## src/rtl/ms_bcd_counter.sv

```systemverilog
// Millisecond stopwatch core: prescaler to a 1 ms tick feeding a cascaded BCD digit chain.
// Optional build macro MS_BCD_COUNTER_SATURATE_EN makes the count saturate at all 9s instead of wrapping.
module ms_bcd_counter #(
    parameter int DIV  = 100000,
    parameter int NDIG = 4
) (
    input  logic              CLK,
    input  logic              RST,
    input  logic              START,
    input  logic              STOP,
    input  logic              CLR,
    output logic              TICK,
    output logic [4*NDIG-1:0] DIGITS,
    output logic              RUNNING,
    output logic              OVF
);

    localparam logic [1:0] IDLE = 2'd0;
    localparam logic [1:0] RUN  = 2'd1;
    localparam logic [1:0] HOLD = 2'd2;
`ifdef MS_BCD_COUNTER_SATURATE_EN
    localparam logic [1:0] SAT  = 2'd3;
`endif

    localparam logic [19:0] PRESC_LAST = 20'(DIV - 1);

    logic [1:0]        state, state_d;
    logic [19:0]       presc, presc_d;
    logic [4*NDIG-1:0] digits_d;
    logic              ovf_d, tick_d;

    function automatic logic [4*NDIG-1:0] bcd_inc(input logic [4*NDIG-1:0] v);
        logic [4*NDIG-1:0] r;
        logic              carry;
        r     = v;
        carry = 1'b1;
        for (int i = 0; i < NDIG; i++) begin
            if (carry) begin
                if (v[4*i +: 4] == 4'd9) begin
                    r[4*i +: 4] = 4'd0;
                end else begin
                    r[4*i +: 4] = v[4*i +: 4] + 4'd1;
                    carry       = 1'b0;
                end
            end
        end
        return r;
    endfunction

    function automatic logic bcd_all_nine(input logic [4*NDIG-1:0] v);
        logic r;
        r = 1'b1;
        for (int i = 0; i < NDIG; i++) begin
            if (v[4*i +: 4] != 4'd9) r = 1'b0;
        end
        return r;
    endfunction

    // NOTE: every signal assigned here gets a default first, so no path leaves it unassigned and no latch is inferred.
    always_comb begin
        state_d  = state;
        presc_d  = presc;
        digits_d = DIGITS;
        ovf_d    = OVF;
        tick_d   = 1'b0;
        if (CLR) begin
            state_d  = IDLE;
            presc_d  = '0;
            digits_d = '0;
            ovf_d    = 1'b0;
        end else begin
            case (state)
                IDLE: if (!STOP && START) state_d = RUN;
                RUN: begin
                    // A pause beats a coinciding terminal prescale: the partial millisecond is kept.
                    if (STOP) begin
                        state_d = HOLD;
                    end else if (presc == PRESC_LAST) begin
                        presc_d = '0;
                        tick_d  = 1'b1;
                        if (bcd_all_nine(DIGITS)) begin
                            ovf_d = 1'b1;
`ifdef MS_BCD_COUNTER_SATURATE_EN
                            state_d = SAT;
`else
                            digits_d = '0;
`endif
                        end else begin
                            digits_d = bcd_inc(DIGITS);
                        end
                    end else begin
                        presc_d = presc + 20'd1;
                    end
                end
                HOLD: if (!STOP && START) state_d = RUN;
`ifdef MS_BCD_COUNTER_SATURATE_EN
                SAT: state_d = SAT;
`endif
                default: state_d = IDLE;
            endcase
        end
    end

    // NOTE: state registers use non-blocking assignments so every flop samples pre-edge values.
    always_ff @(posedge CLK or posedge RST) begin
        if (RST) begin
            state   <= IDLE;
            presc   <= '0;
            DIGITS  <= '0;
            TICK    <= 1'b0;
            RUNNING <= 1'b0;
            OVF     <= 1'b0;
        end else begin
            state   <= state_d;
            presc   <= presc_d;
            DIGITS  <= digits_d;
            TICK    <= tick_d;
            RUNNING <= (state_d == RUN);
            OVF     <= ovf_d;
        end
    end

endmodule

```

## config.mk

```make
export PLATFORM = sky130hd
export DESIGN_NAME = ms_bcd_counter
export DESIGN_NICKNAME = d
export VERILOG_FILES = /design/src/rtl/ms_bcd_counter.sv
export SDC_FILE = /design/constraint.sdc
export NUM_CORES = 1
export LEC_CHECK = 0
export CAP_MARGIN = 20
export CORE_MARGIN = 5
export CORE_UTILIZATION = 30
export CTS_CLUSTER_SIZE = 8
export DETAILED_ROUTE_END_ITERATION = 7
export SYNTH_ARGS = -nofsm -noshare
export SYNTH_HDL_FRONTEND = slang
export SYNTH_SLANG_ARGS = --single-unit
```

## constraint.sdc

```tcl
create_clock -name CLK -period 3.6 [get_ports CLK]
set_input_delay 0.36 -clock CLK [delete_from_list [all_inputs] [get_ports CLK]]
set_output_delay 0.36 -clock CLK [all_outputs]
set_load 0.05 [all_outputs]
```

==> After elaboration in Yosys (flattened, before gate mapping) <==
Cells that the tools add are included.
{ "classes": {"add_sub_neg": 5, "n_eq_ne": 13, "n_mux": 57, "reduce_logical": 16} }
{ "ops": {"columns": ["operator", "n"], "rows": [
  ["2-to-1 mux 16 bit", 5],
  ["2-to-1 mux 20 bit", 4],
  ["2-to-1 mux 1 bit", 37],
  ["2-to-1 mux 4 bit", 7],
  ["adder 20 x 1 -> 20 bit (second input constant)", 1],
  ["== test 20 x 17 -> 1 bit (second input constant)", 1],
  ["adder 4 x 1 -> 4 bit (second input constant)", 4],
  ["== test 4 bit (second input constant)", 4],
  ["inequality test 4 bit (second input constant)", 4],
  ["AND reduction 4 bit", 4],
  ["nonzero test 3 bit", 3],
  ["2-to-1 mux 2 bit", 3],
  ["nonzero test 2 bit", 3],
  ["== test 2 x 1 -> 1 bit (second input constant)", 2],
  ["case mux 2 bit (2 select lines)", 1],
  ["AND reduction 3 bit", 1],
  ["== test 2 bit (second input constant)", 1],
  ["logical NOT 2 bit", 1],
  ["inequality test 2 bit (second input constant)", 1],
  ["AND reduction 2 bit", 1],
  ["OR reduction 2 bit", 1],
  ["logical AND 1 bit", 1],
  ["logical NOT 1 bit", 1]
]} }
{ "word_totals": {"regBits": 41, "out_inout_bits": 19, "word_cells": 100} }

==> Longest topological paths before layout <==
Gate-level depths: netlist of run 1.
{ "logic_depth": {"word_depth": 32, "depth_mapped": 8, "ltp_nobuf": 7} }

==> Least setup slack after synthesis of run 1 <==
OpenSTA, ideal clock, no wires.
{ "synth_path": {"path_type": "register -> register", "startpoint": "register DIGITS[4]", "endpoint": "register DIGITS[14]", "setup_ps": 78, "t_arrival_ps": 2384, "setup_slack_ps": 1138, "path_stages_with_launch": 8, "path_buffers": 1, "period_less_slack_ps": 2462, "cell_sequence": "dfrtp_1 ha_1 and3b_1 nand2_1 or4_1 clkbuf_2 or4_1 a21oi_1"} }
{ "synth_via": {"elab_chain_cells": 16} }
{ "synth_rtl": {"columns": ["item", "line_no", "text"], "rows": [
  ["start, declared", "13", "output logic [4*NDIG-1:0] DIGITS,"],
  ["start signal, assigned", "116", "DIGITS <= digits_d;"],
  ["== test 4 bit", "39", "if (v[4*i +: 4] == 4'd9) begin"],
  ["2-to-1 mux 1 bit", "39", null],
  ["2-to-1 mux 1 bit", "38", "if (carry) begin"],
  ["2-to-1 mux 1 bit", "81", "if (bcd_all_nine(DIGITS)) begin"],
  ["2-to-1 mux 1 bit", "78", "end else if (presc == PRESC_LAST) begin"],
  ["2-to-1 mux 1 bit", "76", "if (STOP) begin"],
  ["2-to-1 mux 1 bit", "72", "case (state)"],
  ["2-to-1 mux 1 bit", "66", "if (CLR) begin"],
  ["2-to-1 mux 1 bit", "38", null],
  ["2-to-1 mux 1 bit", "81", null],
  ["2-to-1 mux 1 bit", "78", null],
  ["2-to-1 mux 1 bit", "76", null],
  ["2-to-1 mux 1 bit", "72", null],
  ["2-to-1 mux 1 bit", "66", null],
  ["nonzero test 3 bit (no line)", null, null],
  ["AND reduction 4 bit (no line)", null, null]
]} }
Several ways; a longest one is shown, not always the timed one. The select of a mux whose other input is x is not followed.
A chain may end at the register's enable or synchronous reset.

==> Final worst setup path of run 1 <==
{ "layout_path": {"startpoint": "register presc[1]", "endpoint": "register DIGITS[15]"} }
{ "layout_via": {"elab_chain_cells": 3} }
{ "layout_rtl": {"columns": ["item", "line_no", "text"], "rows": [
  ["start, declared", "28", "logic [19:0] presc, presc_d;"],
  ["start signal, assigned", "115", "presc <= presc_d;"],
  ["== test 20 x 17 -> 1 bit", "78", null],
  ["nonzero test 2 bit (no line)", null, null],
  ["AND reduction 4 bit (no line)", null, null]
]} }
Every way passes these cells.

==> summary.txt, run 1 <==
Timing
  – Fmax: 410 MHz
  – Setup TNS: 0 ns
  – Final Hold Viols: 0
  – Worst hold slack: 0.333 ns
  – Relative slew slack: 56.8%
  – Slew @ Worst Pin: 0.643 ns
  – Skew final: 0.00609 ns
  – Fin crit share: 67.8%
  – # setup viols final: 0
  – Final slew viol count: 0
  – Min Tclk post-route: 2.44 ns
  – RSZ-0062 raised after global routing: no

Placed design
  – Post-placement cell count: 369
  – IO buf count: 23
  – GPL Wtd Cong: 0.739
  – Final HPWL DP: 3.53 mm

Route
  – First-pass DRT Iterations: 4
  – Routed vias: 1841
  – DR WL/cell: 12.8 µm
  – Drt drc: 0
  – WL final: 4.83 mm
  – Drt via density: 4.88
  – Starting DRT DRC Count: 58
  – Post-route ant nets: 0

Power
  – Clock network fraction of design power: 36.8%
  – Power Dens Cells: 292 nW/µm²
  – Peak VDD IR: 107 µV
  – Power share of the sequential group: 57.5%
  – Sw Ratio: 22.2%
  – Sw Pwr: 0.180 mW
  – Comb pwr share: 5.6%
  – Internal power: 0.631 mW
  – Leakage power: 1.06 nW

Synthesis
  – EDFF count, synth: 0
  – Async SR Flop Fraction: 100%
  – Synth area leaders: dfrtp_1, nor2_1, xnor2_1
  – Post-Synthesis Cells: 248
  – Ys Warns: 0
  – Avg Cell Area, Syn: 9.34 µm²
  – Top FF cell, synth: dfrtp_1
  – Adder-cell share of the synthesized area: 4.86%
  – Largest family of logic cells by synthesized area: simple AND/OR/NAND/NOR gates
  – Post-synthesis compound-gate area fraction: 9.24%
  – Post-synth top area cell: dfrtp_1
  – Post-synthesis simple-gate area fraction: 29.9%
  – Post-synthesis mux area share: 1.78%
  – Post-Syn Nets: 262
  – XOR/XNOR Fraction of Synth Area: 6.43%
  – Top-area cell type share of the netlist area: 44.3%
  – Mapped Area: 2320 µm²
  – Post-synth cell types: 43
  – Part of the Yosys area used for sequential elements: 44.3%
  – Synthesis-stage register bit count: 41

Clock network
  – CTS buffer count: 5
  – Clock transition at the registers of the reported paths: 0.07 ns
  – Setup bufs post-CTS: 0
  – Clock Latency Late Sink: 0.29 ns
  – Post-CTS resize count: 0
  – Clock H-tree levels: 2
  – Root Buffer: clkbuf_8
  – CTS Buffer Depth: 2
  – Hold_buf cts: 0
  – Clock sinks: 41
  – TritonCTS clock tree: yes

Setup path
  – Crit path DAT: 2.65 ns
  – CP Max Fanout: 8
  – CP Capture Type: register
  – Crit Path Class: register to register
  – Worst path required time: 3.81 ns
  – CP Launch Type: register
  – R2R cell count: 6

Global route
  – GRT Overall Usage: 10.6%
  – Largest net degree at the start of global routing: 25
  – Vias in the first global route: 1799
  – First-pass GRT wire length: 8.48 mm
  – GRT Residual Overflow: 0
  – Initial antenna violation count: 0

Final layout
  – Non-Filler Instances: 377
  – # diodes: 0
  – Layout net count: 289
  – Fillers: 793
  – Area Growth Syn to Fin: 20.1%
  – Util after Layout: 36.6%
  – Share of cells above drive strength 1: 8.36%

Floorplanning
  – Die X: 97.9 µm
  – Die ar.: 9580 µm²
  – Core area: 7610 µm²
  – Die H: 97.9 µm
  – IO Count: 24
  – Row count: 32
  – Starting density of the core: 30.4%

Run status
  – Status: completed

Hold path
  – Hold crit path type: input pin to asynchronous set/reset pin

Job
  – Max Cap Viol: 0
==> power groups by stage <==
stage | logic [mW] | registers (mW) | clock network, mW
after floorplan | 0.0211 | 0.480 | 0
after global placement | 0.0430 | 0.475 | 0
after detailed placement | 0.0432 | 0.475 | 0
after CTS | 0.0431 | 0.466 | 0.311
after global routing | 0.0511 | 0.467 | 0.330
final | 0.0457 | 0.467 | 0.299
==> per-stage QoR <==
step / area [µm²] / setup slack (ns) / power [mW]
floorplan: 2320 / 1.14 / 0.501
global placement: 2670 / 1.05 / 0.518
detailed placement: 2670 / 1.00 / 0.519
finish: 2780 / 1.16 / 0.811
global route: 2780 / 1.01 / 0.848
CTS: 2750 / 1.17 / 0.821
==> synthesized netlist by cell type (2+ instances only) <==
library cell and instances:
a2111oi_0 2, mux2i_1 3, ha_1 9, and3_2 2, or4_1 4, nor4_1 3, xor2_1 4, or3_1 9
dfrtp_1 41, o2111ai_1 2, nor3b_1 3, nand3_2 2, nor2_1 35, nor3_1 4, o21a_1 2, nand4_1 4
inv_1 14, clkbuf_1 5, nand3_1 14, a31oi_1 2, o21ai_0 8, xnor2_1 13, and3b_1 3, a21oi_1 19
and2_1 3, nand2_1 18, and4_1 2, nor4b_4 2, and3_1 2
==> cells in the final DEF (no fill, tap or decap), types with 3 or more instances in the layout <==
cell type / instances
ha_1: 9
a21oi_1: 19
nand4_1: 4
clkbuf_8: 6
nand3_1: 14
dfrtp_1: 41
buf_4: 3
inv_1: 14
o21ai_0: 8
nand2_1: 18
xnor2_1: 13
and2_1: 3
or4_1: 4
nor3_1: 4
nor4_1: 3
xor2_1: 4
clkdlybuf4s50_1: 23
nor3b_1: 3
nor2_1: 35
mux2i_1: 3
or3_1: 9
and3b_1: 3
==> cell families (layout without fill, tap and decap cells) <==
kind of cell | Yosys count | in the layout
AND/OR/NAND/NOR | 119 | 119
flip-flops | 41 | 41
AO/OA/AOI/OAI | 37 | 37
buffers and inverters | 21 | 48
XOR/XNOR | 17 | 17
adder cells (fa/ha/maj) | 9 | 9
multiplexers | 4 | 4
==> registers in the layout (all words and copies together), names as in the netlist <==
name	cells
DIGITS	16
OVF	1
RUNNING	1
TICK	1
presc	20
state	2
==> worst paths after layout <==
kind	startpoint	endpoint	slack (ns)
setup / recovery	presc[1]	DIGITS[15]	1.16
hold / removal	RST	presc[16]	0.33
setup reg to reg	presc[1]	DIGITS[15]	1.16
hold reg to reg	OVF	OVF	0.50
max in group asynchronous	RST	DIGITS[12]	2.71
min in group CLK	OVF	OVF	0.50
==> per-layer routing <==
metal	global-route usage, %	vias up	share of wire (%)
met4	2.88	0	1.1
met2	17.6	24	48
li1	-	924	-
met5	0	-	0
met1	13.7	887	48
met3	2.57	6	3.6
==> final cells by class <==
class / instances / area [µm²] / share of cell area [%]
clock buffers: 7 / 86.3 / 3.10
inverters: 14 / 52.6 / 1.89
multi-input cells: 186 / 1210 / 43.5
flip-flops and latches: 41 / 1030 / 36.9
well taps: 102 / 128 / 4.59
repair buffers: 27 / 280 / 10.1
==> critical path, cell delays in order, from the launching register on <==
cell and delay [ns]:
dfrtp_1 0.42, ha_1 0.21, and3_1 0.31, nand3_2 0.21, or4_1 0.54, or4b_1 0.50, a31oi_1 0.17
No activity file was read; power rests on OpenSTA's default activity.
==> run 2, diff against run 1 <==
==> constraint.sdc (replaced) <==
create_clock -name CLK -period 2.4 [get_ports CLK]
set_input_delay 0.24 -clock CLK [delete_from_list [all_inputs] [get_ports CLK]]
set_output_delay 0.24 -clock CLK [all_outputs]
set_load 0.05 [all_outputs]
==> summary.txt, run 2 (same netlist as run 1, synthesis figures left out) <==
Run status
  – Status: completed

Placed design
  – Post-placement cell count: 377
  – Final HPWL DP: 3.57 mm
  – IO buf count: 23
  – Dpl cell area: 2730 µm²
  – GPL Wtd Cong: 0.796
  – Dpl ws: 0.0510 ns

Job
  – Max Cap Viol: 0

Final layout
  – Max FFs per register: 20
  – Most common cell after layout, fill and taps aside: dfrtp_1
  – Biggest register: presc
  – Largest regs: presc (20), DIGITS (16), state (2)
  – Share of cells above drive strength 1: 12.4%
  – # diodes: 0
  – Commonest non-fill, non-tap cells in the layout: dfrtp_1, nor2_1, clkdlybuf4s50_1
  – Non-Filler Instances: 385
  – Area Growth Syn to Fin: 21.9%
  – Cell area after layout: 2820 µm²
  – Layout net count: 296
  – Util after Layout: 37.1%

Floorplanning
  – Core area: 7610 µm²
  – IO Count: 24
  – Die X: 97.9 µm
  – Die H: 97.9 µm
  – Die ar.: 9580 µm²
  – Starting density of the core: 30.4%
  – Row count: 32

Route
  – Post-route ant nets: 0
  – First-pass DRT Iterations: 4
  – Drt via density: 4.85
  – Starting DRT DRC Count: 53
  – Routed vias: 1866
  – WL final: 4.88 mm
  – DR WL/cell: 12.7 µm
  – Drt drc: 0

Timing
  – Fmax: 448 MHz
  – Skew final: 0.00945 ns
  – Final Hold Viols: 0
  – Setup TNS: 0 ns
  – Slew @ Worst Pin: 0.580 ns
  – Min Tclk post-route: 2.23 ns
  – RSZ-0062 raised after global routing: no
  – Fin crit share: 93.1%
  – Final slew viol count: 0
  – Final worst slack: 0.166 ns
  – Worst hold slack: 0.386 ns
  – # setup viols final: 0
  – Relative slew slack: 61.0%

Power
  – Pwr Total: 1.23 mW
  – Leakage power: 1.09 nW
  – Power Dens Cells: 434 nW/µm²
  – Peak VDD IR: 224 µV

Setup path
  – CP Launch Type: register
  – Crit path DAT: 2.45 ns
  – Critical path startpoint: presc[5]
  – Critical R2R Launch: presc[5]
  – CP Max Fanout: 6
  – CP Capture Type: register
  – Crit Path Class: register to register
  – Worst path required time: 2.62 ns
  – Reg2Reg Setup Slack: 0.17 ns

Global route
  – GRT Residual Overflow: 0
  – Initial antenna violation count: 0
  – GRT Overall Usage: 10.5%
  – First-pass GRT wire length: 8.46 mm
  – Largest net degree at the start of global routing: 42
  – Vias in the first global route: 1772

Clock network
  – CTS Buffer Depth: 2
  – Clock transition at the registers of the reported paths: 0.08 ns
  – Root Buffer: clkbuf_8
  – Setup bufs post-CTS: 0
  – TritonCTS clock tree: yes
  – Clock H-tree levels: 2
  – Clock sinks: 41
  – Clock Latency Late Sink: 0.28 ns
  – CTS buffer count: 5

Hold path
  – Hold crit path type: input pin to asynchronous set/reset pin
## run 2: area by class of cell
class | instances | area, µm²
multi-input combinational | 186 | 1210
sequential | 41 | 1030
tap | 102 | 128
timing repair buffer | 34 | 313
inverter | 14 | 52.6
fill | 780 | 4780
clock buffer | 8 | 90.1
## run 2: worst paths after layout
kind / end / depth (start not counted)
max: DIGITS[13] / 6
min: DIGITS[0] / 3
max reg2reg: DIGITS[13] / 6
min reg2reg: OVF / 2
max in group asynchronous: DIGITS[8] / 3
min in group CLK: OVF / 2
## run 2: timing repair
| item | CTS | global route |
|---|---|---|
| hold buffers | 0 | 0 |
| resized for setup | 0 | 2 |
| setup endpoints to repair | 0 | 4 |
## run 2: metal layers
layer  GRT usage, %  part of all wire (%)  vias up
met3           2.64                   3.6        2
met5              0                     0        -
li1               -                     -      945
met1           14.3                    48      891
met2           17.1                    48       28
met4           2.24                  0.49        0
## run 2: worst max-delay path: stages, from the launching register on
cell and delay, ns:
dfrtp_1 0.47, nor4_4 0.41, nand3_2 0.11, or4_1 0.53, buf_4 0.17, or3_1 0.34, a21oi_1 0.14
## run 2: power breakdown
group | leakage [nW] | internal [mW] | switching (mW)
clock | 0.0455 | 0.235 | 0.225
combinational | 0.474 | 0.0216 | 0.0449
sequential | 0.566 | 0.694 | 0.00453
total | 1.09 | 0.951 | 0.275
==> RTL edit, RTL diff (config.mk and constraints of run 2) <==
The parameter `NDIG` goes from 4 to 3.
--- a/src/rtl/ms_bcd_counter.sv
+++ b/src/rtl/ms_bcd_counter.sv
@@ -2,7 +2,7 @@
 // Optional build macro MS_BCD_COUNTER_SATURATE_EN makes the count saturate at all 9s instead of wrapping.
 module ms_bcd_counter #(
     parameter int DIV  = 100000,
-    parameter int NDIG = 4
+    parameter int NDIG = 3
 ) (
     input  logic              CLK,
     input  logic              RST,
Ports: changed (resized DIGITS); port bits go from 24 to 20. No check against the original RTL was run, so the function may have changed too.
==> RTL edit against run 2 <==
Sequential cell count down 4; count of clock-buffer cells in the layout down 1; combinational power down 18%; setup slack better by 0.20 ns; synthesized area down 6.2%; sequential share of layout area down 0.61 points; sequential power down 10%; cell area down 8.6%; routed wire length up 0.72%; synthesized cell count down 9.7%; power down 8.1%; fmax up 10%; die area down 5.5%; highest routed layer unchanged.
==> RTL edit: results (changes against run 2) <==
stage;metric;value;unit;change
status;status;finished, final reports clean;;
cells_and_area;Largest regs;presc (20), DIGITS (12), state (2);;
route;vias;1837;;-1.6%
grt;first-pass GRT wire length;8452;microns;about the same
critical_path;Reg2Reg Launch Point;presc[8];;
grt;largest net degree at the start of global routing;38;;-9.5%
timing;worst hold slack;0.3631;ns;-0.02264 ns
cells_and_area;Layout fillers;747;;-4.2%
timing;Final Skew;0.005394;ns;-0.004058 ns
cells_and_area;layout cells sized above 1;10.53;%;-1.8 points
pwr;Lkg Pwr;0.9669;nW;-11%
critical_path;Largest stage delay, worst path;0.60;ns;+0.07 ns
placed_design;pre-CTS WS;0.1214;ns;+0.07035 ns
route;WL met2;2350;microns;+1.2%
grt;met3 Use GR;2.999;%;+0.36 points
yosys;Area contributors post-synth;dfrtp_1 43%, a21oi_1 5.5%, or4_1 4.8%;;
route;Avg WL per Cell;14.22;microns;+12%
clocking;Clock Latency Late Sink;0.29;ns;
yosys;Syn Inst Count;224;;-9.7%
yosys;adder-cell share of the synthesized area;4.030;%;-0.83 points
yosys;Post-Synth XOR/XNOR Area;2.418;%;-4.0 points
placed_design;RePlAce Congestion;0.7869;;-1.2%
route;Iteration-0 DRC Markers;116;;+120%
grt;met1 Resource Use GR;14.99;%;+0.67 points
clocking;Post CTS Setup Buffer Count;0;;unchanged
clocking;Max H-tree Level;2;;unchanged
pwr;Int Pwr;0.8718;mW;-8.3%
yosys;dominant synthesized flop cell;dfrtp_1;;
clocking;clock buffer count from CTS;5;;unchanged
placed_design;dpl cells;339;;-10%
critical_path;Worst Path Max Fanout;7;;+1
yosys;register area share after synthesis;42.60;%;-1.7 points
yosys;Cell variety after synth;47;;+9.3%
clocking;Clk Tree Root Cell;clkbuf_8;;
pwr;Max rail drop VDD;0.2524;mV;+13%
yosys;mux cell area share after synthesis;0;%;-1.8 points
clocking;post-CTS sizing;0;;unchanged
route;metal3 WL;141;microns;-20%
route;Via density;5.309;;+9.5%
critical_path;FF-to-FF path depth;4;;-2
cells_and_area;nets;259;;-13%
critical_path;R2R Setup Slk;0.37;ns;+0.20 ns
route;Top Layer Used;met4;;
critical_path;worst path arrival time;2.24;ns;-0.21 ns
yosys;commonest cells in the netlist;37 x dfrtp_1, 24 x a21oi_1, 14 x or4_1, 13 x nor2_1, 12 x nand2_1;;
critical_path;Crit-path slowest cell;or4b_4;;
yosys;Compound-Gate Fraction of Synth Area;19.34;%;+10 points
route;DR pass1 iterations;5;;+1
placed_design;dpl hpwl;3515;microns;-1.5%
yosys;Mapped Nets;236;;-9.9%
grt;Tot GR Track Use;11.75;%;+1.2 points
timing;Setup violations, final;0;;unchanged
placed_design;DP Area;2496;sq um;-8.6%
timing;Slew headroom;59.73;%;-1.3 points
placed_design;PortBufs;19;;-17%
critical_path;R2R Path End;DIGITS[10];;
grt;GRT met2 Usage;19.53;%;+2.5 points
[RTL edit: area by class of cell]
type	count	area (sq um)	share of cell area, %
Clock buffer	7	86.33	3.343
Multi-Input combinational cell	167	1166	45.16
Inverter	10	37.54	1.453
Timing Repair Buffer	26	242.7	9.399
Sequential cell	37	925.9	35.85
Tap cell	99	123.9	4.797
[RTL edit: power groups by stage]
stage	sequential (mW)	clock, mW	combinational [mW]
floorplan	0.643	0	0.0284
global placement	0.641	0	0.0565
detailed placement	0.641	0	0.0564
CTS	0.629	0.459	0.0564
global route	0.629	0.481	0.0619
finish	0.629	0.443	0.0545
[RTL edit: worst max path at each step]
stage,from,to,slack [ns]
2_1_floorplan,DIGITS[0],DIGITS[9],0.29
3_3_place_gp,STOP,DIGITS[9],0.19
3_5_place_dp,STOP,presc[14],0.12
4_1_cts,presc[0],presc[14],0.40
5_1_grt,DIGITS[1],DIGITS[8],0.24
6_report,presc[8],DIGITS[10],0.37
